--- src/rtl/jt10_adpcm_pkg.sv ---
// rtl/jt10_adpcm_pkg.sv - shared types and defaults for the ADPCM ROM bridge
package jt10_adpcm_pkg;

  typedef enum logic [1:0] {
    IDLE  = 2'd0,
    REQ_A = 2'd1,
    REQ_B = 2'd2
  } bridge_state_t;

  typedef struct packed {
    logic [23:0] addr;
    logic [7:0]  data;
    logic        valid;
  } tag_t;

  localparam logic [24:0] DEF_A_BASE = 25'h000_0000;
  localparam logic [24:0] DEF_B_BASE = 25'h100_0000;

endpackage

--- src/rtl/jt10_adpcm_rom_port.sv ---
// rtl/jt10_adpcm_rom_port.sv - per-channel strobe detect, one-entry tag and data register
module jt10_adpcm_rom_port
  import jt10_adpcm_pkg::*;
(
  input  logic        clk,
  input  logic        rst_n,
  input  logic [23:0] addr,
  input  logic        roe_n,
  input  logic        fetch_done,
  input  logic [23:0] fetch_addr,
  input  logic [7:0]  mem_din,
  output logic [7:0]  data,
  output logic [23:0] req_addr,
  output logic        pend
);

  logic        roe_l;
  logic [23:0] addr_l;
  logic        chk;
  tag_t        tag;
  logic        trigger;
  logic        hit;
  logic        fill;

  assign trigger = !roe_n && (roe_l || (addr != addr_l));
  assign hit     = tag.valid && (tag.addr == req_addr);
  // A fetch only satisfies the channel if the chip still wants that byte
  assign fill    = fetch_done && (fetch_addr == req_addr);

  always_ff @(posedge clk or negedge rst_n) begin
    if (!rst_n) begin
      roe_l    <= 1'b1;
      addr_l   <= '0;
      chk      <= 1'b0;
      req_addr <= '0;
      tag      <= '0;
      data     <= '0;
      pend     <= 1'b0;
    end else begin
      roe_l  <= roe_n;
      addr_l <= addr;
      chk    <= trigger;
      if (trigger)
        req_addr <= addr;
      if (fetch_done) begin
        tag.addr  <= fetch_addr;
        tag.data  <= mem_din;
        tag.valid <= 1'b1;
      end
      if (fill) begin
        data <= mem_din;
        pend <= 1'b0;
      end
      if (chk && !fill) begin
        if (hit) begin
          data <= tag.data;
          pend <= 1'b0;
        end else begin
          pend <= 1'b1;
        end
      end
    end
  end

endmodule

--- src/rtl/jt10_adpcm_rom_bridge.sv ---
// rtl/jt10_adpcm_rom_bridge.sv - YM2610 ADPCM ROM pins to shared byte memory port bridge
module jt10_adpcm_rom_bridge
  import jt10_adpcm_pkg::*;
#(
  parameter int            AW     = 25,
  parameter logic [AW-1:0] A_BASE = AW'(DEF_A_BASE),
  parameter logic [AW-1:0] B_BASE = AW'(DEF_B_BASE)
) (
  input  logic          clk,
  input  logic          rst_n,
  input  logic [19:0]   adpcma_addr,
  input  logic [3:0]    adpcma_bank,
  input  logic          adpcma_roe_n,
  output logic [7:0]    adpcma_data,
  input  logic [23:0]   adpcmb_addr,
  input  logic          adpcmb_roe_n,
  output logic [7:0]    adpcmb_data,
  output logic [AW-1:0] mem_addr,
  output logic          mem_req,
  input  logic          mem_ack,
  input  logic [7:0]    mem_din,
  output logic          busy
);

  bridge_state_t state, state_nx;
  logic          ptr_b;
  logic          grant_a, grant_b;
  logic          pend_a, pend_b;
  logic [23:0]   req_a, req_b;
  logic [23:0]   fetch_addr;
  logic          done_a, done_b;

  assign done_a = (state == REQ_A) && mem_ack;
  assign done_b = (state == REQ_B) && mem_ack;

  jt10_adpcm_rom_port u_port_a (
    .clk        (clk),
    .rst_n      (rst_n),
    .addr       ({adpcma_bank, adpcma_addr}),
    .roe_n      (adpcma_roe_n),
    .fetch_done (done_a),
    .fetch_addr (fetch_addr),
    .mem_din    (mem_din),
    .data       (adpcma_data),
    .req_addr   (req_a),
    .pend       (pend_a)
  );

  jt10_adpcm_rom_port u_port_b (
    .clk        (clk),
    .rst_n      (rst_n),
    .addr       (adpcmb_addr),
    .roe_n      (adpcmb_roe_n),
    .fetch_done (done_b),
    .fetch_addr (fetch_addr),
    .mem_din    (mem_din),
    .data       (adpcmb_data),
    .req_addr   (req_b),
    .pend       (pend_b)
  );

  always_comb begin
    state_nx = state;
    grant_a  = 1'b0;
    grant_b  = 1'b0;
    case (state)
      IDLE: begin
        if (pend_a && pend_b) begin
          grant_a = !ptr_b;
          grant_b = ptr_b;
        end else begin
          grant_a = pend_a;
          grant_b = pend_b;
        end
        if (grant_a)
          state_nx = REQ_A;
        else if (grant_b)
          state_nx = REQ_B;
      end
      REQ_A, REQ_B: begin
        if (mem_ack)
          state_nx = IDLE;
      end
      default: state_nx = IDLE;
    endcase
  end

  // Pointer only moves on contested grants; a lone request leaves it alone
  always_ff @(posedge clk or negedge rst_n) begin
    if (!rst_n) begin
      state      <= IDLE;
      ptr_b      <= 1'b0;
      mem_addr   <= '0;
      fetch_addr <= '0;
    end else begin
      state <= state_nx;
      if (state == IDLE && pend_a && pend_b)
        ptr_b <= !ptr_b;
      if (grant_a) begin
        mem_addr   <= A_BASE + AW'(req_a);
        fetch_addr <= req_a;
      end else if (grant_b) begin
        mem_addr   <= B_BASE + AW'(req_b);
        fetch_addr <= req_b;
      end
    end
  end

  assign mem_req = (state != IDLE);
  assign busy    = pend_a || pend_b || (state != IDLE);

endmodule

--- config.mk ---
export PLATFORM = sky130hd
export DESIGN_NAME = jt10_adpcm_rom_bridge
export DESIGN_NICKNAME = d
export VERILOG_FILES = /design/src/rtl/jt10_adpcm_pkg.sv /design/src/rtl/jt10_adpcm_rom_port.sv /design/src/rtl/jt10_adpcm_rom_bridge.sv
export SDC_FILE = /design/constraint.sdc
export NUM_CORES = 1
export LEC_CHECK = 0
export ABC_AREA = 0
export CAP_MARGIN = 20
export CORE_MARGIN = 5
export CORE_UTILIZATION = 53
export CTS_BUF_LIST = sky130_fd_sc_hd__clkbuf_4
export DETAILED_ROUTE_END_ITERATION = 7
export PLACE_DENSITY = 0.78
export SYNTH_ARGS = -nofsm -noshare
export SYNTH_HDL_FRONTEND = slang
export SYNTH_SLANG_ARGS = --single-unit
export TNS_END_PERCENT = 100
--- constraint.sdc ---
create_clock -name clk -period 1.8 [get_ports clk]
set_clock_uncertainty 0.2 [all_clocks]
set_input_delay 0.18 -clock clk [delete_from_list [all_inputs] [get_ports clk]]
set_output_delay 0.18 -clock clk [all_outputs]
set_load 0.02 [all_outputs]
==> summary.md, run 1 <==
| Metric | Value |
|---|---|
| CP Max Fanout | `8` |
| HPWL Detailed | `18900 um` |
| Fin cells | `1430` |
| Peak supply drop | `1410 uV` |
| Switching Share | `0.380` |
| Antenna viol nets, final | `0` |
| Pre-CTS setup slack | `-0.593 ns` |
| Slack of the critical path | `-0.547 ns` |
| Yosys warns | `0` |
| CP Launch Type | `flip-flop` |
| Placed instance count | `1211` |
| RSZ-0062 raised after global routing | `yes` |
| Pleak | `6.82 nW` |
| Hold Path Class | `primary input to flip-flop` |
| GR Overflow Total | `0` |
| Switching Power | `8.36 mW` |
| Synth cell count leaders | `dfrtp_1 (210), xor2_1 (88), mux2_1 (63), xnor2_1 (57), mux2_2 (49)` |
| Area grow syn2layout | `61.6%` |
| Clock power share | `0.208` |
| CTS tree | `yes` |
| Initial Util | `0.539` |
| Avg Inst Size Synth | `12.9 um2` |
| Failing checks | `negative setup slack` |
| Endpoints failing setup | `111` |
| Synth area leaders | `dfrtp_1 (56%), xor2_1 (8.3%), mux2_1 (7.6%)` |
| Peak Freq | `0.426 GHz` |
| Clock sink count | `212` |
| Syn Nets | `786` |
| Vias post-DR | `8627` |
| Internal | `13.7 mW` |
| CP arrival | `2.69 ns` |
| Fin. Hold Viols | `0` |
| Chip Height | `143 um` |
| Worst EP required | `2.14 ns` |
| Share of the yosys chip area belonging to registers | `0.569` |
| Placer Congestion | `0.911` |
| Critical path class | `flip-flop to flip-flop` |
| Setup crit end kind | `flip-flop` |
| Area leader, netlist | `dfrtp_1` |
| Rows | `48` |
| # diodes | `0` |
| GRT Total Usage | `0.335` |
| Clock slew at reported path FFs | `0.08 ns` |
| Longest Clk Path Bufs | `3` |
| Post-Syn Instances | `722` |
| Htree depth | `2` |
| Post-synth ARST share | `1.00` |
| Number of DRC markers in iteration 0 | `966` |
| Routed WL per cell | `27.5 um` |
| Slew headroom | `0.666` |
| Placed Area | `12200 um2` |
| Most common cell in the netlist | `dfrtp_1` |
| Number of global-route vias before repair | `9140` |
| Share of layout cells above drive strength 1 | `0.498` |
| Status | `finished, violations left` |
| Slew @ Worst Pin | `0.500 ns` |
| Chip width | `143 um` |
| Seq pwr share | `0.340` |
| MaxCap Viol Count | `0` |
| Pwr dens | `1460 nW/um2` |
| Number of synthesized flops with an enable pin | `0` |
| Fillers | `688` |
| Later-pin clock latency in the skew report | `0.73 ns` |
| Post-Syn Area | `9320 um2` |
| DRT Wirelength | `39300 um` |
| Fin crit period | `2.35 ns` |
| Yosys reg bits | `212` |
| Vias per Instance | `6.03` |
| Yosys cell types | `32` |
| First-pass GRT wire length | `51700 um` |
| I/O Buffers | `103` |
| Slew Limit Fails | `0` |
| TritonCTS Buffers | `54` |
| Primary FF master, synth | `dfrtp_1` |
| Comb pwr share | `0.452` |
| Final period util | `1.30` |
| Pre-antenna DRT Iters | `5` |
| Top cell type's share of synthesized area | `0.564` |
| # IOs | `104` |
| CTS root buffer | `clkbuf_4` |
| Largest net degree at the start of global routing | `50` |
| Initial antenna violation count | `0` |
| Post-route design area | `15100 um2` |
| Die ar. | `20300 um2` |
| Core ar. | `17300 um2` |
| Drt drc | `0` |
| Nets | `1229` |
logic make-up (layout without fill, tap and decap cells):
group | after synthesis | after routing | share of synthesized area
AND/OR/NAND/NOR | 131 | 132 | 0.0749
buffers and inverters | 28 | 510 | 0.0138
flip-flops | 212 | 212 | 0.569
XOR/XNOR | 145 | 145 | 0.136
multiplexers | 136 | 136 | 0.161
AO/OA/AOI/OAI | 67 | 67 | 0.0408
adder cells (fa/ha/maj) | 3 | 3 | 0.00403
worst max-delay path: stages (launching register included):
cell	delay [ns]
dfrtp_1	0.40
xnor2_1	0.30
nand4_1	0.21
nor3_2	0.20
buf_4	0.16
a41oi_4	0.20
buf_12	0.23
mux2_4	0.31
state kept, by name, indices dropped and copies added (netlist names), 2 cells and up:
name and count:
state 2, u_port_b.req_addr 24, u_port_a.addr_l 24, mem_addr 25
u_port_b.data 8, u_port_a.req_addr 24, u_port_a.data 8, u_port_a.tag 33
u_port_b.addr_l 24, u_port_b.tag 33
worst paths after layout:
kind,startpoint,to,slack (ns),cells after the start
setup reg to reg,u_port_a.addr_l[22]$_DFF_PN0_,u_port_a.req_addr[22]$_DFFE_PN0P_,-0.55,7
setup / recovery,u_port_a.addr_l[22]$_DFF_PN0_,u_port_a.req_addr[22]$_DFFE_PN0P_,-0.55,7
min in group asynchronous,rst_n,u_port_b.addr_l[17]$_DFF_PN0_,0.36,3
hold reg to reg,u_port_a.tag[5]$_DFFE_PN0P_,u_port_a.tag[5]$_DFFE_PN0P_,0.30,1
max in group asynchronous,rst_n,u_port_b.roe_l$_DFF_PN1_,0.37,4
hold / removal,mem_din[3],u_port_b.tag[4]$_DFFE_PN0P_,0.11,2
metrics by stage:
step / power [mW] / utilization / TNS (ns) / hold WS (ns)
floorplan: 10.4 / - / -6.82 / -0.316
global placement: 13.4 / 0.707 / -34.12 / -0.0499
detailed placement: 13.6 / 0.707 / -39.80 / -0.0414
CTS: 19.5 / 0.829 / -14.63 / 0.0112
global route: 22.6 / 0.871 / -38.30 / 0.0741
finish: 22.0 / 0.871 / -31.59 / 0.112
final cells by class:
| type | instances | area (um2) | share of cell area |
|---|---|---|---|
| repair buffers | 410 | 3990 | 0.265 |
| clock buffers | 90 | 676 | 0.0448 |
| inverters | 4 | 15.0 | 0.000997 |
| well taps | 225 | 282 | 0.0187 |
| clock inverters | 6 | 48.8 | 0.00324 |
| multi-input cells | 483 | 4710 | 0.313 |
| flip-flops and latches | 212 | 5350 | 0.355 |
power by group through the flow:
| stage | combinational (mW) | clock (mW) | sequential (mW) |
|---|---|---|---|
| 3_3_place_gp | 6.25 | 0 | 7.10 |
| 6_report | 9.95 | 4.57 | 7.49 |
| 5_1_grt | 10.2 | 4.87 | 7.49 |
| 4_1_cts | 7.98 | 4.42 | 7.12 |
| 3_5_place_dp | 6.46 | 0 | 7.19 |
| 2_1_floorplan | 3.07 | 0 | 7.33 |
cells in the final DEF (no fill, tap or decap), drive strengths merged, types with 3 or more instances in the layout:
cell / n
buf: 274
mux2: 112
clkbuf: 97
or4: 3
nand3: 26
clkdlybuf4s50: 59
ha: 3
nand2b: 3
dlygate4sd2: 5
nor2: 8
nor4: 20
clkinv: 3
dfrtp: 210
dlygate4sd3: 53
o21ai: 44
inv: 6
clkdlybuf4s15: 12
nand4: 14
nand2: 29
nor3: 24
mux2i: 24
a31oi: 16
a21oi: 3
xor2: 88
xnor2: 57
layer usage:
| layer | share of wire | global-route usage | wire length, um |
|---|---|---|---|
| met3 | 0.095 | 0.0914 | 3730 |
| met4 | 0.055 | 0.172 | 2150 |
| met5 | 0 | 0 | 0 |
| met1 | 0.36 | 0.394 | 14200 |
| met2 | 0.49 | 0.565 | 19200 |
repair_timing:
item                       4_1_cts  5_1_grt
setup endpoints to repair      174      175
pin swaps                       44       29
hold endpoints to repair       264        0
buffers inserted                42       27
hold buffers                    53        0
resized for setup              278      120
gates cloned                     5        7
No activity file was read; power rests on OpenSTA's default activity.
==> run 2: changes to the inputs <==
--- a/config.mk
+++ b/config.mk
@@ -7,11 +7,12 @@
 export LEC_CHECK = 0
 export ABC_AREA = 0
 export CAP_MARGIN = 20
-export CORE_MARGIN = 5
+export CORE_MARGIN = 10
 export CORE_UTILIZATION = 53
 export CTS_BUF_LIST = sky130_fd_sc_hd__clkbuf_4
 export DETAILED_ROUTE_END_ITERATION = 7
 export PLACE_DENSITY = 0.78
+export RECOVER_POWER = 25
 export SYNTH_ARGS = -nofsm -noshare
 export SYNTH_HDL_FRONTEND = slang
 export SYNTH_SLANG_ARGS = --single-unit
==> run 2 against run 1 <==
The run still ends with negative setup slack left. Combinational power decreased by 3.4%. Maximum frequency increased by 0.63%. Count of clock-buffer cells in the layout decreased by 13. Register-to-register slack about the same. Hold slack got worse by 0.024 ns. Largest cell class unchanged. Clock power decreased by 8.3%. Worst setup slack improved by 0.015 ns. Largest power group unchanged. Critical path depth unchanged. Highest routed layer unchanged.
==> summary.md, run 2 (synthesis gave the netlist of run 1 again) <==
| Metric | Value |
|---|---|
| Status | `finished, violations left (unchanged)` |
| Failing checks | `negative setup slack (unchanged)` |
| TritonCTS Buffers | `54 (unchanged)` |
| GRT Total Usage | `0.285 (was 0.335)` |
| I/O Buffers | `103 (unchanged)` |
| Critical path class | `flip-flop to flip-flop (unchanged)` |
| Largest net degree at the start of global routing | `54 (was 50)` |
| Peak Freq | `0.429 GHz (was 0.426 GHz)` |
| CTS tree | `yes (unchanged)` |
| Longest Clk Path Bufs | `3 (unchanged)` |
| Fin crit period | `2.33 ns (was 2.35 ns)` |
| Worst EP required | `2.14 ns (about the same)` |
| DRT Wirelength | `40100 um (was 39300 um)` |
| MaxCap Viol Count | `0 (unchanged)` |
| Commonest non-fill, non-tap cell in the layout | `dfrtp_1 (was buf_4)` |
| Endpoints failing setup | `138 (was 111)` |
| Commonest non-fill, non-tap cells in the layout | `dfrtp_1 (182), buf_4 (167), dlygate4sd3_1 (93), xor2_1 (88), clkbuf_4 (77) (was buf_4 (186), dfrtp_1 (176), clkbuf_4 (90), xor2_1 (85), buf_6 (72))` |
| Htree depth | `2 (unchanged)` |
| Peak supply drop | `1100 uV (was 1410 uV)` |
| Rows | `48 (unchanged)` |
| Routed WL per cell | `28.4 um (was 27.5 um)` |
| Initial Util | `0.539 (unchanged)` |
| Initial antenna violation count | `3 (was 0)` |
| Later-pin clock latency in the skew report | `0.70 ns (was 0.73 ns)` |
| Hold path start | `mem_din[5] (was mem_din[3])` |
| CP Launch Type | `flip-flop (unchanged)` |
| First-pass GRT wire length | `53000 um (was 51700 um)` |
| Pre-antenna DRT Iters | `5 (unchanged)` |
| Slack of the critical path | `-0.532 ns (was -0.547 ns)` |
| Pre-CTS setup slack | `-0.613 ns (was -0.593 ns)` |
| Number of global-route vias before repair | `9109 (was 9140)` |
| Clock sink count | `212 (unchanged)` |
| Slew Limit Fails | `0 (unchanged)` |
| Die ar. | `23300 um2 (was 20300 um2)` |
| Share of layout cells above drive strength 1 | `0.469 (was 0.498)` |
| Worst R2R Start | `u_port_a.addr_l[15]$_DFF_PN0_ (was u_port_a.addr_l[22]$_DFF_PN0_)` |
| CP arrival | `2.67 ns (was 2.69 ns)` |
| Final period util | `1.30 (about the same)` |
| Nets | `1206 (was 1229)` |
| Setup crit end kind | `flip-flop (unchanged)` |
| CP Max Fanout | `6 (was 8)` |
| Vias per Instance | `6.20 (was 6.03)` |
| Fin. Hold Viols | `0 (unchanged)` |
| Worst Hold Depth | `2 (unchanged)` |
| Slew @ Worst Pin | `0.547 ns (was 0.500 ns)` |
| CTS root buffer | `clkbuf_4 (unchanged)` |
| Core ar. | `17300 um2 (unchanged)` |
| Pleak | `6.64 nW (was 6.82 nW)` |
| Chip width | `153 um (was 143 um)` |
| Pwr dens | `1440 nW/um2 (was 1460 nW/um2)` |
| FF-to-FF End | `u_port_a.req_addr[14]$_DFFE_PN0P_ (was u_port_a.req_addr[22]$_DFFE_PN0P_)` |
| # IOs | `104 (unchanged)` |
| Worst-case reg-to-reg path depth | `7 (unchanged)` |
| Chip Height | `153 um (was 143 um)` |
| HPWL Detailed | `19600 um (was 18900 um)` |
| Top flop regs | `u_port_a.tag: 33 flops, u_port_b.tag: 33 flops, mem_addr: 25 flops (unchanged)` |
| Drt drc | `0 (unchanged)` |
| Vias post-DR | `8741 (was 8627)` |
| Hold Slack | `0.0885 ns (was 0.112 ns)` |
| Slew headroom | `0.633 (was 0.666)` |
| Hold EP | `u_port_b.tag[6]$_DFFE_PN0P_ (was u_port_b.tag[4]$_DFFE_PN0P_)` |
| Area grow syn2layout | `58.6% (was 61.6%)` |
| Number of DRC markers in iteration 0 | `972 (was 966)` |
| Hold Path Class | `primary input to flip-flop (unchanged)` |
| Setup slack, reg-to-reg | `-0.53 ns (was -0.55 ns)` |
| Placer Congestion | `0.893 (was 0.911)` |
| Antenna viol nets, final | `0 (unchanged)` |
| RSZ-0062 raised after global routing | `yes (unchanged)` |
| Clock slew at reported path FFs | `0.09 ns (was 0.08 ns)` |
| GR Overflow Total | `0 (unchanged)` |
## run 2: area by class of cell
| type | count | area, um2 |
|---|---|---|
| multi-input combinational | 484 | 4630 |
| clock inverter | 19 | 73.8 |
| tap | 225 | 282 |
| timing repair buffer | 386 | 3850 |
| inverter | 4 | 17.5 |
| fill | 709 | 2510 |
| antenna | 3 | 7.51 |
| sequential | 212 | 5340 |
| clock buffer | 77 | 578 |
## run 2: report_power, final
part | internal, mW | leakage, nW | switching (mW)
Clock | 1.97 | 0.389 | 2.23
Sequential | 6.02 | 2.43 | 1.43
Combinational | 4.98 | 3.82 | 4.64
## run 2: worst max path at each step
stage / start / endpoint / slack [ns] / cells after the start
global placement: adpcmb_addr[17] / u_port_b.req_addr[16]$_DFFE_PN0P_ / -0.51 / 6
CTS: u_port_a.addr_l[22]$_DFF_PN0_ / u_port_a.req_addr[10]$_DFFE_PN0P_ / -0.30 / 8
finish: u_port_a.addr_l[15]$_DFF_PN0_ / u_port_a.req_addr[14]$_DFFE_PN0P_ / -0.53 / 7
global route: u_port_a.addr_l[5]$_DFF_PN0_ / u_port_a.req_addr[22]$_DFFE_PN0P_ / -0.60 / 8
detailed placement: adpcmb_addr[12] / u_port_b.req_addr[10]$_DFFE_PN0P_ / -0.61 / 6
floorplan: mem_addr[0]$_DFFE_PN0P_ / u_port_b.data[6]$_DFF_PN0_ / -0.19 / 6
## run 2: critical path: stages (launching register included)
cell and delay [ns]:
dfrtp_1 0.44, xnor2_2 0.21, nand4_1 0.15, nor3_2 0.27
buf_4 0.17, a41oi_4 0.13, bufbuf_16 0.32, mux2_4 0.30
## run 2: what timing repair did
item,CTS,global route
resized for setup,253,131
setup endpoints to repair,160,167
hold buffers,51,0
pin swaps,36,24
buffers inserted,31,21
hold endpoints to repair,261,0
cloned,9,7
## run 2: through the flow
| step | setup TNS [ns] | area, um2 | total power, mW | instances | util |
|---|---|---|---|---|---|
| after floorplan | -6.82 | 9550 | 10.4 | 722 | - |
| after CTS | -19.62 | 14200 | 18.9 | 1391 | 0.819 |
| after detailed placement | -36.86 | 12200 | 13.6 | 1204 | 0.706 |
| after global routing | -41.48 | 14800 | 21.8 | 1409 | 0.855 |
| after global placement | -31.21 | 12200 | 13.3 | 1204 | 0.706 |
| final | -34.15 | 14800 | 21.3 | 1410 | 0.855 |
## run 2: layer usage
metal  up-vias  wire, um  track usage
li1       3427         -            -
met1      4330     14100        0.328
met2       739     19200        0.477
met3       245      4070       0.0847
met4         0      2720        0.134
met5         -         0            0
==> run 3: changes to the inputs <==
--- a/config.mk
+++ b/config.mk
@@ -7,7 +7,6 @@
 export LEC_CHECK = 0
 export ABC_AREA = 0
 export CAP_MARGIN = 20
-export CORE_MARGIN = 10
 export CORE_UTILIZATION = 53
 export CTS_BUF_LIST = sky130_fd_sc_hd__clkbuf_4
 export DETAILED_ROUTE_END_ITERATION = 7
==> run 3 against run 2 <==
The run still ends with negative setup slack left. Flip-flop and latch count stayed put. Power grew 0.79%. Combinational power up 1%. Worst setup slack gained 0.046 ns. Cell count is 0.35% higher. Maximum frequency grew 2.0%. Core utilization grew 0.38 points. Sequential power fell by 0.5%. Critical path type unchanged. Critical endpoint is now u_port_b.data[2]$_DFF_PN0_. Largest power group unchanged.
==> summary.md, run 3 (synthesis gave the netlist of run 1 again) <==
| Metric | Value |
|---|---|
| Status | `finished, violations left (unchanged)` |
| Failing checks | `negative setup slack (unchanged)` |
| CTS tree | `yes (unchanged)` |
| Share of layout cells above drive strength 1 | `0.483 (was 0.469)` |
| Vias per Instance | `6.14 (was 6.20)` |
| CP top delay family | `simple AND/OR/NAND/NOR gates (was buffers and inverters)` |
| Worst R2R Start | `u_port_b.tag[19]$_DFFE_PN0P_ (was u_port_a.addr_l[15]$_DFF_PN0_)` |
| Pre-antenna DRT Iters | `6 (was 5)` |
| Core ar. | `17200 um2 (was 17300 um2)` |
| Commonest non-fill, non-tap cell in the layout | `dfrtp_1 (unchanged)` |
| Drt drc | `0 (unchanged)` |
| Vias post-DR | `8695 (was 8741)` |
| Hold path start | `mem_din[3] (was mem_din[5])` |
| Slew headroom | `0.557 (was 0.633)` |
| Critical path class | `flip-flop to flip-flop (unchanged)` |
| Nets | `1218 (was 1206)` |
| I/O Buffers | `103 (unchanged)` |
| Chip Height | `135 um (was 153 um)` |
| CP Launch Type | `flip-flop (unchanged)` |
| Peak Freq | `0.437 GHz (was 0.429 GHz)` |
| Crit-path max cell delay | `0.62 ns (was 0.44 ns)` |
| Slack of the critical path | `-0.486 ns (was -0.532 ns)` |
| Routed WL per cell | `27.6 um (was 28.4 um)` |
| Critical path, cell by cell | `xnor2_2 > nand4_1 > or4_4 > o21ai_1 > a31oi_1 (was xnor2_2 > nand4_1 > nor3_2 > buf_4 > a41oi_4 > bufbuf_16 > mux2_4)` |
| Final core occ | `0.859 (was 0.855)` |
| Crit path from | `u_port_b.tag[19]$_DFFE_PN0P_ (was u_port_a.addr_l[15]$_DFF_PN0_)` |
| Slew @ Worst Pin | `0.662 ns (was 0.547 ns)` |
| Number of global-route vias before repair | `8940 (was 9109)` |
| Later-pin clock latency in the skew report | `0.71 ns (was 0.70 ns)` |
| Hold Path Class | `primary input to flip-flop (unchanged)` |
| Placer Congestion | `0.903 (was 0.893)` |
| CP bufs+invs | `0 (was 2)` |
| # IOs | `104 (unchanged)` |
| Top flop regs | `u_port_a.tag: 33 flops, u_port_b.tag: 33 flops, mem_addr: 25 flops (unchanged)` |
| Clock slew at reported path FFs | `0.07 ns (was 0.09 ns)` |
| Pwr dens | `1450 nW/um2 (was 1440 nW/um2)` |
| Antenna viol nets, final | `0 (unchanged)` |
| First-pass GRT wire length | `51200 um (was 53000 um)` |
| Slew Limit Fails | `0 (unchanged)` |
| Area grow syn2layout | `58.7% (was 58.6%)` |
| Largest net degree at the start of global routing | `66 (was 54)` |
| Placed instance count | `1211 (was 1204)` |
| Die ar. | `18100 um2 (was 23300 um2)` |
| Fin crit period | `2.29 ns (was 2.33 ns)` |
| CTS root buffer | `clkbuf_4 (unchanged)` |
| RSZ-0062 raised after global routing | `yes (unchanged)` |
| Rows | `48 (unchanged)` |
| Final TNS setup | `-29.73 ns (was -34.15 ns)` |
| Setup crit end kind | `flip-flop (unchanged)` |
| MaxCap Viol Count | `0 (unchanged)` |
| Worst EP required | `2.12 ns (was 2.14 ns)` |
| Peak supply drop | `1250 uV (was 1100 uV)` |
| Fin cells | `1415 (was 1410)` |
| Hold Slack | `0.0750 ns (was 0.0885 ns)` |
| HPWL Detailed | `18800 um (was 19600 um)` |
| Commonest non-fill, non-tap cells in the layout | `dfrtp_1 (181), buf_4 (179), xor2_1 (84), dlygate4sd3_1 (84), clkbuf_4 (80) (was dfrtp_1 (182), buf_4 (167), dlygate4sd3_1 (93), xor2_1 (88), clkbuf_4 (77))` |
| Final period util | `1.27 (was 1.30)` |
| Htree depth | `2 (unchanged)` |
| Chip width | `135 um (was 153 um)` |
| Longest Clk Path Bufs | `3 (unchanged)` |
| CP max-delay cell | `or4_4 (was dfrtp_1)` |
| TritonCTS Buffers | `54 (unchanged)` |
| Number of DRC markers in iteration 0 | `809 (was 972)` |
| Endpoints failing setup | `128 (was 138)` |
| Initial antenna violation count | `2 (was 3)` |
| DRT Wirelength | `39100 um (was 40100 um)` |
| GRT Total Usage | `0.382 (was 0.285)` |
| Fin. Hold Viols | `0 (unchanged)` |
| Initial Util | `0.541 (was 0.539)` |
| Clock sink count | `212 (unchanged)` |
| Fillers | `716 (was 709)` |
| GR Overflow Total | `0 (unchanged)` |
| Pleak | `6.60 nW (was 6.64 nW)` |
| CP Max Fanout | `9 (was 6)` |
| CP arrival | `2.61 ns (was 2.67 ns)` |
==> run 3: cell count changes in the layout (fill, tap and decap cells not counted), sizes merged <==
cell | previous run | this run
buf | 252 | 266
bufbuf | 1 | 0
clkbuf | 83 | 84
clkdlybuf4s15 | 5 | 7
clkdlybuf4s25 | 0 | 1
clkdlybuf4s50 | 17 | 28
clkinv | 19 | 10
diode | 3 | 1
dlygate4sd2 | 12 | 9
dlygate4sd3 | 93 | 84
inv | 4 | 5
or4 | 4 | 3
==> run 3: cell type report <==
class	count	area, um2	share of cell area
clock inverters	11	46.3	0.00313
inverters	4	15.0	0.00101
diodes	1	2.50	0.000169
flip-flops and latches	212	5340	0.361
repair buffers	399	3860	0.261
multi-input cells	483	4650	0.314
well taps	225	282	0.0190
clock buffers	80	601	0.0406
==> run 3: report_power, final <==
part           internal (mW)  leakage [nW]  switching, mW  total, mW
clock                   2.02         0.397           2.26       4.28
combinational           4.98          3.77           4.76       9.74
sequential              6.02          2.43           1.40       7.41
==> run 3: worst paths after layout <==
check	endpoint	slack, ns	cells past startpoint
max	u_port_b.data[2]$_DFF_PN0_	-0.49	5
min in group asynchronous	u_port_b.tag[2]$_DFFE_PN0P_	0.46	3
min reg2reg	u_port_b.tag[0]$_DFFE_PN0P_	0.28	1
max reg2reg	u_port_b.data[2]$_DFF_PN0_	-0.49	5
max in group asynchronous	mem_addr[10]$_DFFE_PN0P_	-0.05	4
min	u_port_a.tag[4]$_DFFE_PN0P_	0.08	2
==> run 3: worst reg2reg max path: cells and delay by family, from the launching register on <==
kind,cells,cell delay (ns)
AND/OR/NAND/NOR,2,0.89
AO/OA/AOI/OAI,2,0.31
flip-flops,1,0.43
XOR/XNOR,1,0.31
==> run 3: routing by layer <==
metal | wire, um | share of wire | global-route usage | vias to the layer above
met5 | 13 | 0.00033 | 0 | -
met4 | 3050 | 0.078 | 0.192 | 2
met3 | 3710 | 0.095 | 0.0893 | 267
met2 | 18400 | 0.47 | 0.647 | 681
met1 | 13900 | 0.36 | 0.457 | 4311
li1 | - | - | - | 3434
==> run 3: metrics by stage <==
stage | area, um2 | setup slack [ns] | power [mW]
after floorplan | 9550 | -0.190 | 10.4
after global placement | 12300 | -0.541 | 13.4
after detailed placement | 12300 | -0.621 | 13.7
after CTS | 14100 | -0.336 | 18.9
after global routing | 14800 | -0.537 | 22.0
final | 14800 | -0.486 | 21.4
==> run 3: timing repair <==
item / in CTS / in global routing
gates cloned: 5 / 4
setup endpoints to repair: 163 / 167
buffers inserted: 27 / 38
hold buffers: 53 / 0
resized for setup: 244 / 120
endpoints found under the hold margin: 262 / 0
pin swaps: 30 / 26
